`config.mk`:
```
export PLATFORM = sky130hd
export DESIGN_NAME = vec_store_sequencer_flat
export DESIGN_NICKNAME = d
export VERILOG_FILES = /design/src/rtl/vec_store_sequencer_if.sv /design/src/rtl/vec_store_sequencer.sv /design/src/flat_wrapper.sv
export SDC_FILE = /design/constraint.sdc
export NUM_CORES = 2
export LEC_CHECK = 0
export CAP_MARGIN = 20
export CORE_MARGIN = 3
export CORE_UTILIZATION = 45
export DETAILED_ROUTE_END_ITERATION = 16
export PLACE_DENSITY = 0.79
export SYNTH_ARGS = -nofsm -noshare
export SYNTH_HDL_FRONTEND = slang
export SYNTH_SLANG_ARGS = --single-unit
```
`constraint.sdc`:
```
create_clock -name clk -period 4.9 [get_ports clk]
set_clock_uncertainty 0.15 [all_clocks]
set_input_delay 0.735 -clock clk [delete_from_list [all_inputs] [get_ports clk]]
set_output_delay 0.735 -clock clk [all_outputs]
set_load 0.05 [all_outputs]
```
`src/rtl/vec_store_sequencer_if.sv`:
```
// rtl/vec_store_sequencer_if.sv - vector input and memory write port bundle
interface vec_store_sequencer_if #(
  parameter int LANES  = 16,
  parameter int DATA_W = 32,
  parameter int ADDR_W = 32
);
  logic                    vec_valid;
  logic                    vec_ready;
  logic [LANES*DATA_W-1:0] vec_data;
  logic [ADDR_W-1:0]       vec_base_addr;
  logic [LANES-1:0]        vec_lane_mask;
  logic                    mem_we;
  logic [ADDR_W-1:0]       mem_addr;
  logic [DATA_W-1:0]       mem_wdata;
  logic                    mem_ready;

  // producer of vectors and the responding memory
  modport master (
    output vec_valid, vec_data, vec_base_addr, vec_lane_mask, mem_ready,
    input  vec_ready, mem_we, mem_addr, mem_wdata
  );

  // the sequencer itself
  modport slave (
    input  vec_valid, vec_data, vec_base_addr, vec_lane_mask, mem_ready,
    output vec_ready, mem_we, mem_addr, mem_wdata
  );
endinterface

```
`src/rtl/vec_store_sequencer.sv`:
```
// rtl/vec_store_sequencer.sv - writes enabled lanes of one vector as word stores
module vec_store_sequencer #(
  parameter int LANES       = 16,
  parameter int DATA_W      = 32,
  parameter int ADDR_W      = 32,
  parameter int ADDR_STRIDE = 4
) (
  input  logic                     clk,
  input  logic                     rst_n,
  vec_store_sequencer_if.slave     bus,
  output logic                     busy,
  output logic                     done,
  output logic [$clog2(LANES):0]   lanes_written
);
  localparam int IDX_W = $clog2(LANES);
  localparam int CNT_W = IDX_W + 1;

  typedef enum logic [1:0] {IDLE, WRITE, DONE} state_t;

  state_t                  state_q, state_d;
  logic [LANES*DATA_W-1:0] data_q, data_d;
  logic [ADDR_W-1:0]       base_q, base_d;
  logic [LANES-1:0]        mask_q, mask_d;
  logic [CNT_W-1:0]        count_q, count_d;
  logic                    vec_ready_q, vec_ready_d;
  logic                    mem_we_q, mem_we_d;
  logic [ADDR_W-1:0]       mem_addr_q, mem_addr_d;
  logic [DATA_W-1:0]       mem_wdata_q, mem_wdata_d;
  logic                    busy_q, busy_d;
  logic                    done_q, done_d;
  logic [CNT_W-1:0]        lw_q, lw_d;

  logic [LANES-1:0]        rest_mask;
  logic [IDX_W-1:0]        idx_in;
  logic [IDX_W-1:0]        idx_next;

  // Lowest set bit wins, so lanes go out in ascending order.
  function automatic logic [IDX_W-1:0] lowest(input logic [LANES-1:0] m);
    lowest = '0;
    for (int i = LANES - 1; i >= 0; i--) begin
      if (m[i]) lowest = IDX_W'(i);
    end
  endfunction

  // Address arithmetic is modulo 2^ADDR_W, so bases near the top wrap to zero.
  function automatic logic [ADDR_W-1:0] lane_addr(input logic [ADDR_W-1:0] base,
                                                  input logic [IDX_W-1:0]  idx);
    lane_addr = base + ADDR_W'(idx) * ADDR_W'(ADDR_STRIDE);
  endfunction

  assign bus.vec_ready = vec_ready_q;
  assign bus.mem_we    = mem_we_q;
  assign bus.mem_addr  = mem_addr_q;
  assign bus.mem_wdata = mem_wdata_q;
  assign busy          = busy_q;
  assign done          = done_q;
  assign lanes_written = lw_q;

  // Remaining mask with the lane currently on the bus removed.
  assign rest_mask = mask_q & (mask_q - 1'b1);
  assign idx_in    = lowest(bus.vec_lane_mask);
  assign idx_next  = lowest(rest_mask);

  // Next-state and next-output decode; every output is registered below.
  always_comb begin
    state_d     = state_q;
    data_d      = data_q;
    base_d      = base_q;
    mask_d      = mask_q;
    count_d     = count_q;
    vec_ready_d = vec_ready_q;
    mem_we_d    = mem_we_q;
    mem_addr_d  = mem_addr_q;
    mem_wdata_d = mem_wdata_q;
    busy_d      = busy_q;
    done_d      = 1'b0;
    lw_d        = lw_q;
    case (state_q)
      IDLE: begin
        vec_ready_d = 1'b1;
        if (bus.vec_valid && vec_ready_q) begin
          data_d      = bus.vec_data;
          base_d      = bus.vec_base_addr;
          mask_d      = bus.vec_lane_mask;
          count_d     = '0;
          vec_ready_d = 1'b0;
          if (bus.vec_lane_mask != '0) begin
            state_d     = WRITE;
            busy_d      = 1'b1;
            mem_we_d    = 1'b1;
            mem_addr_d  = lane_addr(bus.vec_base_addr, idx_in);
            mem_wdata_d = bus.vec_data[idx_in*DATA_W +: DATA_W];
          end else begin
            state_d = DONE;
            done_d  = 1'b1;
            lw_d    = '0;
          end
        end
      end
      WRITE: begin
        // Without mem_ready everything holds, which keeps the bus stable.
        if (mem_we_q && bus.mem_ready) begin
          mask_d  = rest_mask;
          count_d = count_q + 1'b1;
          if (rest_mask != '0) begin
            mem_addr_d  = lane_addr(base_q, idx_next);
            mem_wdata_d = data_q[idx_next*DATA_W +: DATA_W];
          end else begin
            state_d  = DONE;
            mem_we_d = 1'b0;
            busy_d   = 1'b0;
            done_d   = 1'b1;
            lw_d     = count_q + 1'b1;
          end
        end
      end
      DONE: begin
        state_d     = IDLE;
        vec_ready_d = 1'b1;
      end
      default: begin
        state_d     = IDLE;
        vec_ready_d = 1'b1;
        mem_we_d    = 1'b0;
        busy_d      = 1'b0;
      end
    endcase
  end

  // State and output registers; reset abandons any vector in flight.
  always_ff @(posedge clk or negedge rst_n) begin
    if (!rst_n) begin
      state_q     <= IDLE;
      data_q      <= '0;
      base_q      <= '0;
      mask_q      <= '0;
      count_q     <= '0;
      vec_ready_q <= 1'b1;
      mem_we_q    <= 1'b0;
      mem_addr_q  <= '0;
      mem_wdata_q <= '0;
      busy_q      <= 1'b0;
      done_q      <= 1'b0;
      lw_q        <= '0;
    end else begin
      state_q     <= state_d;
      data_q      <= data_d;
      base_q      <= base_d;
      mask_q      <= mask_d;
      count_q     <= count_d;
      vec_ready_q <= vec_ready_d;
      mem_we_q    <= mem_we_d;
      mem_addr_q  <= mem_addr_d;
      mem_wdata_q <= mem_wdata_d;
      busy_q      <= busy_d;
      done_q      <= done_d;
      lw_q        <= lw_d;
    end
  end
endmodule

```
`src/flat_wrapper.sv`:
```
// flat-port wrapper written by rule: the top's interface ports become plain ports
module vec_store_sequencer_flat 
#(
  parameter int LANES       = 16,
  parameter int DATA_W      = 32,
  parameter int ADDR_W      = 32,
  parameter int ADDR_STRIDE = 4
)
  (clk, rst_n, busy, done, lanes_written, bus_vec_valid, bus_vec_data, bus_vec_base_addr, bus_vec_lane_mask, bus_mem_ready, bus_vec_ready, bus_mem_we, bus_mem_addr, bus_mem_wdata);
  vec_store_sequencer_if #(.LANES(LANES), .DATA_W(DATA_W), .ADDR_W(ADDR_W)) bus_i ();
  input  logic clk;
  input  logic rst_n;
  output logic busy;
  output logic done;
  output logic [$clog2(LANES):0] lanes_written;
  input wire logic [$bits(bus_i.vec_valid)-1:0] bus_vec_valid;
  input wire logic [$bits(bus_i.vec_data)-1:0] bus_vec_data;
  input wire logic [$bits(bus_i.vec_base_addr)-1:0] bus_vec_base_addr;
  input wire logic [$bits(bus_i.vec_lane_mask)-1:0] bus_vec_lane_mask;
  input wire logic [$bits(bus_i.mem_ready)-1:0] bus_mem_ready;
  output wire logic [$bits(bus_i.vec_ready)-1:0] bus_vec_ready;
  output wire logic [$bits(bus_i.mem_we)-1:0] bus_mem_we;
  output wire logic [$bits(bus_i.mem_addr)-1:0] bus_mem_addr;
  output wire logic [$bits(bus_i.mem_wdata)-1:0] bus_mem_wdata;
  assign bus_i.vec_valid = bus_vec_valid;
  assign bus_i.vec_data = bus_vec_data;
  assign bus_i.vec_base_addr = bus_vec_base_addr;
  assign bus_i.vec_lane_mask = bus_vec_lane_mask;
  assign bus_i.mem_ready = bus_mem_ready;
  assign bus_vec_ready = bus_i.vec_ready;
  assign bus_mem_we = bus_i.mem_we;
  assign bus_mem_addr = bus_i.mem_addr;
  assign bus_mem_wdata = bus_i.mem_wdata;
  vec_store_sequencer #(.LANES(LANES), .DATA_W(DATA_W), .ADDR_W(ADDR_W), .ADDR_STRIDE(ADDR_STRIDE)) u_core (.clk(clk), .rst_n(rst_n), .bus(bus_i), .busy(busy), .done(done), .lanes_written(lanes_written));
endmodule
```
==> metrics.cfg <==
[layout]
seq_area_um2=16000
fin_cells=6056
postLayoutCoreUtil_pct=59.5
multi_input_area_um2=17700
drive_gt1_share_pct=9.82
area_growth_pct=30.6
nets=5495
nFillCells=6839

[hold_path]
hold_end=u_core.data_q[478]
worstHoldStart=u_core.data_q[478]
hold_depth=2
hold_class=reg2reg

[power]
power_mw=33.8
pwr-share-comb_pct=54.6
p_leak_nw=21.6
ir_drop_mv=1.13
p_per_area_nw_per_um2=731
p_int_mw=17.6
switching_share_pct=47.7
p_seq_share_pct=27.8
pwr-share-clk_pct=17.6
p_switching_mw=16.1

[worst_setup_path]
r2r-start=u_core.mask_q[2]
start_kind=flop
endpoint_kind=flop
crit_path_start=u_core.mask_q[2]
arrival_ns=5.05
reg2reg_slack_ns=0.27
reg2regPathDepth=13
worstSetupPathType=reg2reg
path_max_fanout=53
cp_data_required_time_ns=5.32
reg2reg_to=u_core.bus.mem_wdata[7]

[logic_synthesis]
yosysTopAreaCell=dfrtp_1
synth_top_area_share_pct=45.2
synth_area_leaders=dfrtp_1, nand2_1, clkbuf_1, mux2i_1, nor3_1
synthArstFlopShare_pct=100
synth_ff_type=dfrtp_1
yosys-top-cells-count=nand2_1, dfrtp_1, clkbuf_1
seq_area_frac_synth_pct=45.2
synth_edf_count=0
syn_area_um2=35400
synth_cells=4375
yosysWarnings=0
synth_nets=4950
syn_area_per_cell_um2=8.08
yosys_register_bits=639
synth.most_common_cell=nand2_1
yosysUniqueCellTypes=84

[floorplan]
rows=102
fp.dieW_um=286
die_y_um=286
dieArea_um2=82000
io_pins=637
core-area_um2=77600
start_util_pct=45.6

[place]
dpl.hpwl_um=111000
dp.cells=5884
routabilityCongestion=0.966
portBuffers=636

[sta]
rsz0062_at_grt=false
finalHoldViolations=0
setup_violations=0
period_share_pct=94.6
relSlewSlack_pct=23.6
slew_viol_final=0
worst_pin_slew_ns=1.12
period_needed_ns=4.63
fmax_mhz=216
hold_slack_ns=0.321

[cts]
clk_latency_ns=0.64
cts_root_buf=clkbuf_16
cts_tree=built
htreeDepth=3
cts.clk_slew.worst_paths_ns=0.06
cts_buffers=74
cts_buffer_depth=3
clock-sinks=639

[status]
status=complete, no violations

[global_route]
grt_max_degree=216
first_global_vias=35300
gr-total-overflow=0
gr-usage-all-layers_pct=36.9
antenna_found_initial=47
grt_pass1_wl_um=227000

[detailed_routing]
vias=37100
drt_pass1_iterations=8
drt_iter0_drc=5041
drtAntennaViolNets=0
drc_errors=0
routed_via_density=6.12
wire_per_inst_um=25.8
wirelength_um=156000

[flow_run]
maxCapViolCount=0

[kinds of logic after synthesis]
logic type               count (synthesis)  share of synthesized area, %
AND/OR/NAND/NOR                       2305                          27.4
AO/OA/AOI/OAI                          753                          15.8
flip-flops                             639                          45.2
buffers and inverters                  452                          5.11
multiplexers                           154                          4.58
XOR/XNOR                                57                          1.41
adder cells (fa/ha/maj)                 15                         0.549
[worst max-delay path, stage by stage, from the launching register on]
cell and delay [ns]:
dfrtp_1 0.38, or4_1 0.63, or3_4 0.43, maj3_2 0.34, a211oi_4 0.38, o21ai_4 0.19
inv_8 0.11, buf_12 0.23, buf_12 0.27, nor3_1 0.08, a2111oi_0 0.65, buf_4 0.25
a31o_1 0.22, a221o_1 0.17
[layer usage]
layer	up-vias	track usage [%]	wire length [um]
met3	618	7.97	16300
met1	17700	44.5	54700
met2	2603	57.7	70700
met5	-	0	152
met4	24	28.4	14200
li1	16200	-	-
[cell usage in the layout, fill, tap and decap left out, types with 27 or more instances in the layout]
cell and n:
a211oi_1 73, diode_2 38, inv_1 97, nor3_1 155
clkdlybuf4s50_1 635, o221a_2 49, o22ai_1 32, and3_1 69
nand2_1 1768, a2111oi_0 41, mux2_2 61, dfrtp_1 638
buf_4 159, o21ai_0 151, nor2_1 50, mux2i_1 93
clkbuf_16 77, nand3_1 98, and4_1 32, o22a_1 28
a31o_2 27, o31ai_1 42, xor2_1 34, a21oi_1 70
a31oi_1 51, nor4_1 38
[layout make-up]
cell class / instances / share of cell area (%)
flip-flops and latches: 639 / 34.6
multi-input cells: 3284 / 38.4
clock buffers: 112 / 4.91
inverters: 101 / 0.875
clock inverters: 22 / 0.672
well taps: 1040 / 2.82
diodes: 38 / 0.206
repair buffers: 820 / 17.4
[power groups by stage]
stage                     combinational, mW  clock, mW  sequential [mW]
final                                  18.4       5.94             9.37
after global routing                   19.6       6.18             9.60
after CTS                              18.1       5.96             9.28
after detailed placement               18.0          0             9.32
after global placement                 17.7          0             9.25
after floorplan                        10.5          0             9.77
[stage by stage]
stage                     cell area (um^2)  setup WS [ns]  TNS [ns]
final                                46200          0.267         0
after global routing                 46200         0.0374         0
after CTS                            46100          0.248         0
after detailed placement             43500         -0.113    -0.113
after global placement               43500        -0.0426   -0.0426
after floorplan                      35400         0.0466         0
[flip-flops by register name, indices dropped and copies added, names as in the netlist]
register	cells
u_core.bus.mem_wdata	32
u_core.lanes_written	5
u_core.count_q	5
u_core.busy	1
u_core.mask_q	16
u_core.base_q	32
u_core.bus.vec_ready	1
u_core.done	1
u_core.state_q	2
u_core.bus.mem_addr	32
u_core.data_q	512
[worst max path at each step]
stage / end / slack (ns) / depth (start not counted)
3_5_place_dp: u_core.bus.mem_wdata[4] / -0.11 / 12
3_3_place_gp: u_core.bus.mem_wdata[4] / -0.04 / 12
4_1_cts: u_core.bus.mem_addr[28] / 0.25 / 18
6_report: u_core.bus.mem_wdata[7] / 0.27 / 13
2_1_floorplan: u_core.bus.mem_addr[26] / 0.05 / 22
5_1_grt: u_core.bus.mem_addr[28] / 0.04 / 18
[repair_timing]
| item | 4_1_cts | 5_1_grt |
|---|---|---|
| endpoints found under the hold margin | 24 | 0 |
| buffers inserted | 0 | 0 |
| endpoints found under the setup margin | 0 | 8 |
| hold buffers | 1 | 0 |
| gates resized for setup | 0 | 5 |
(Power assumes the default switching activity.)
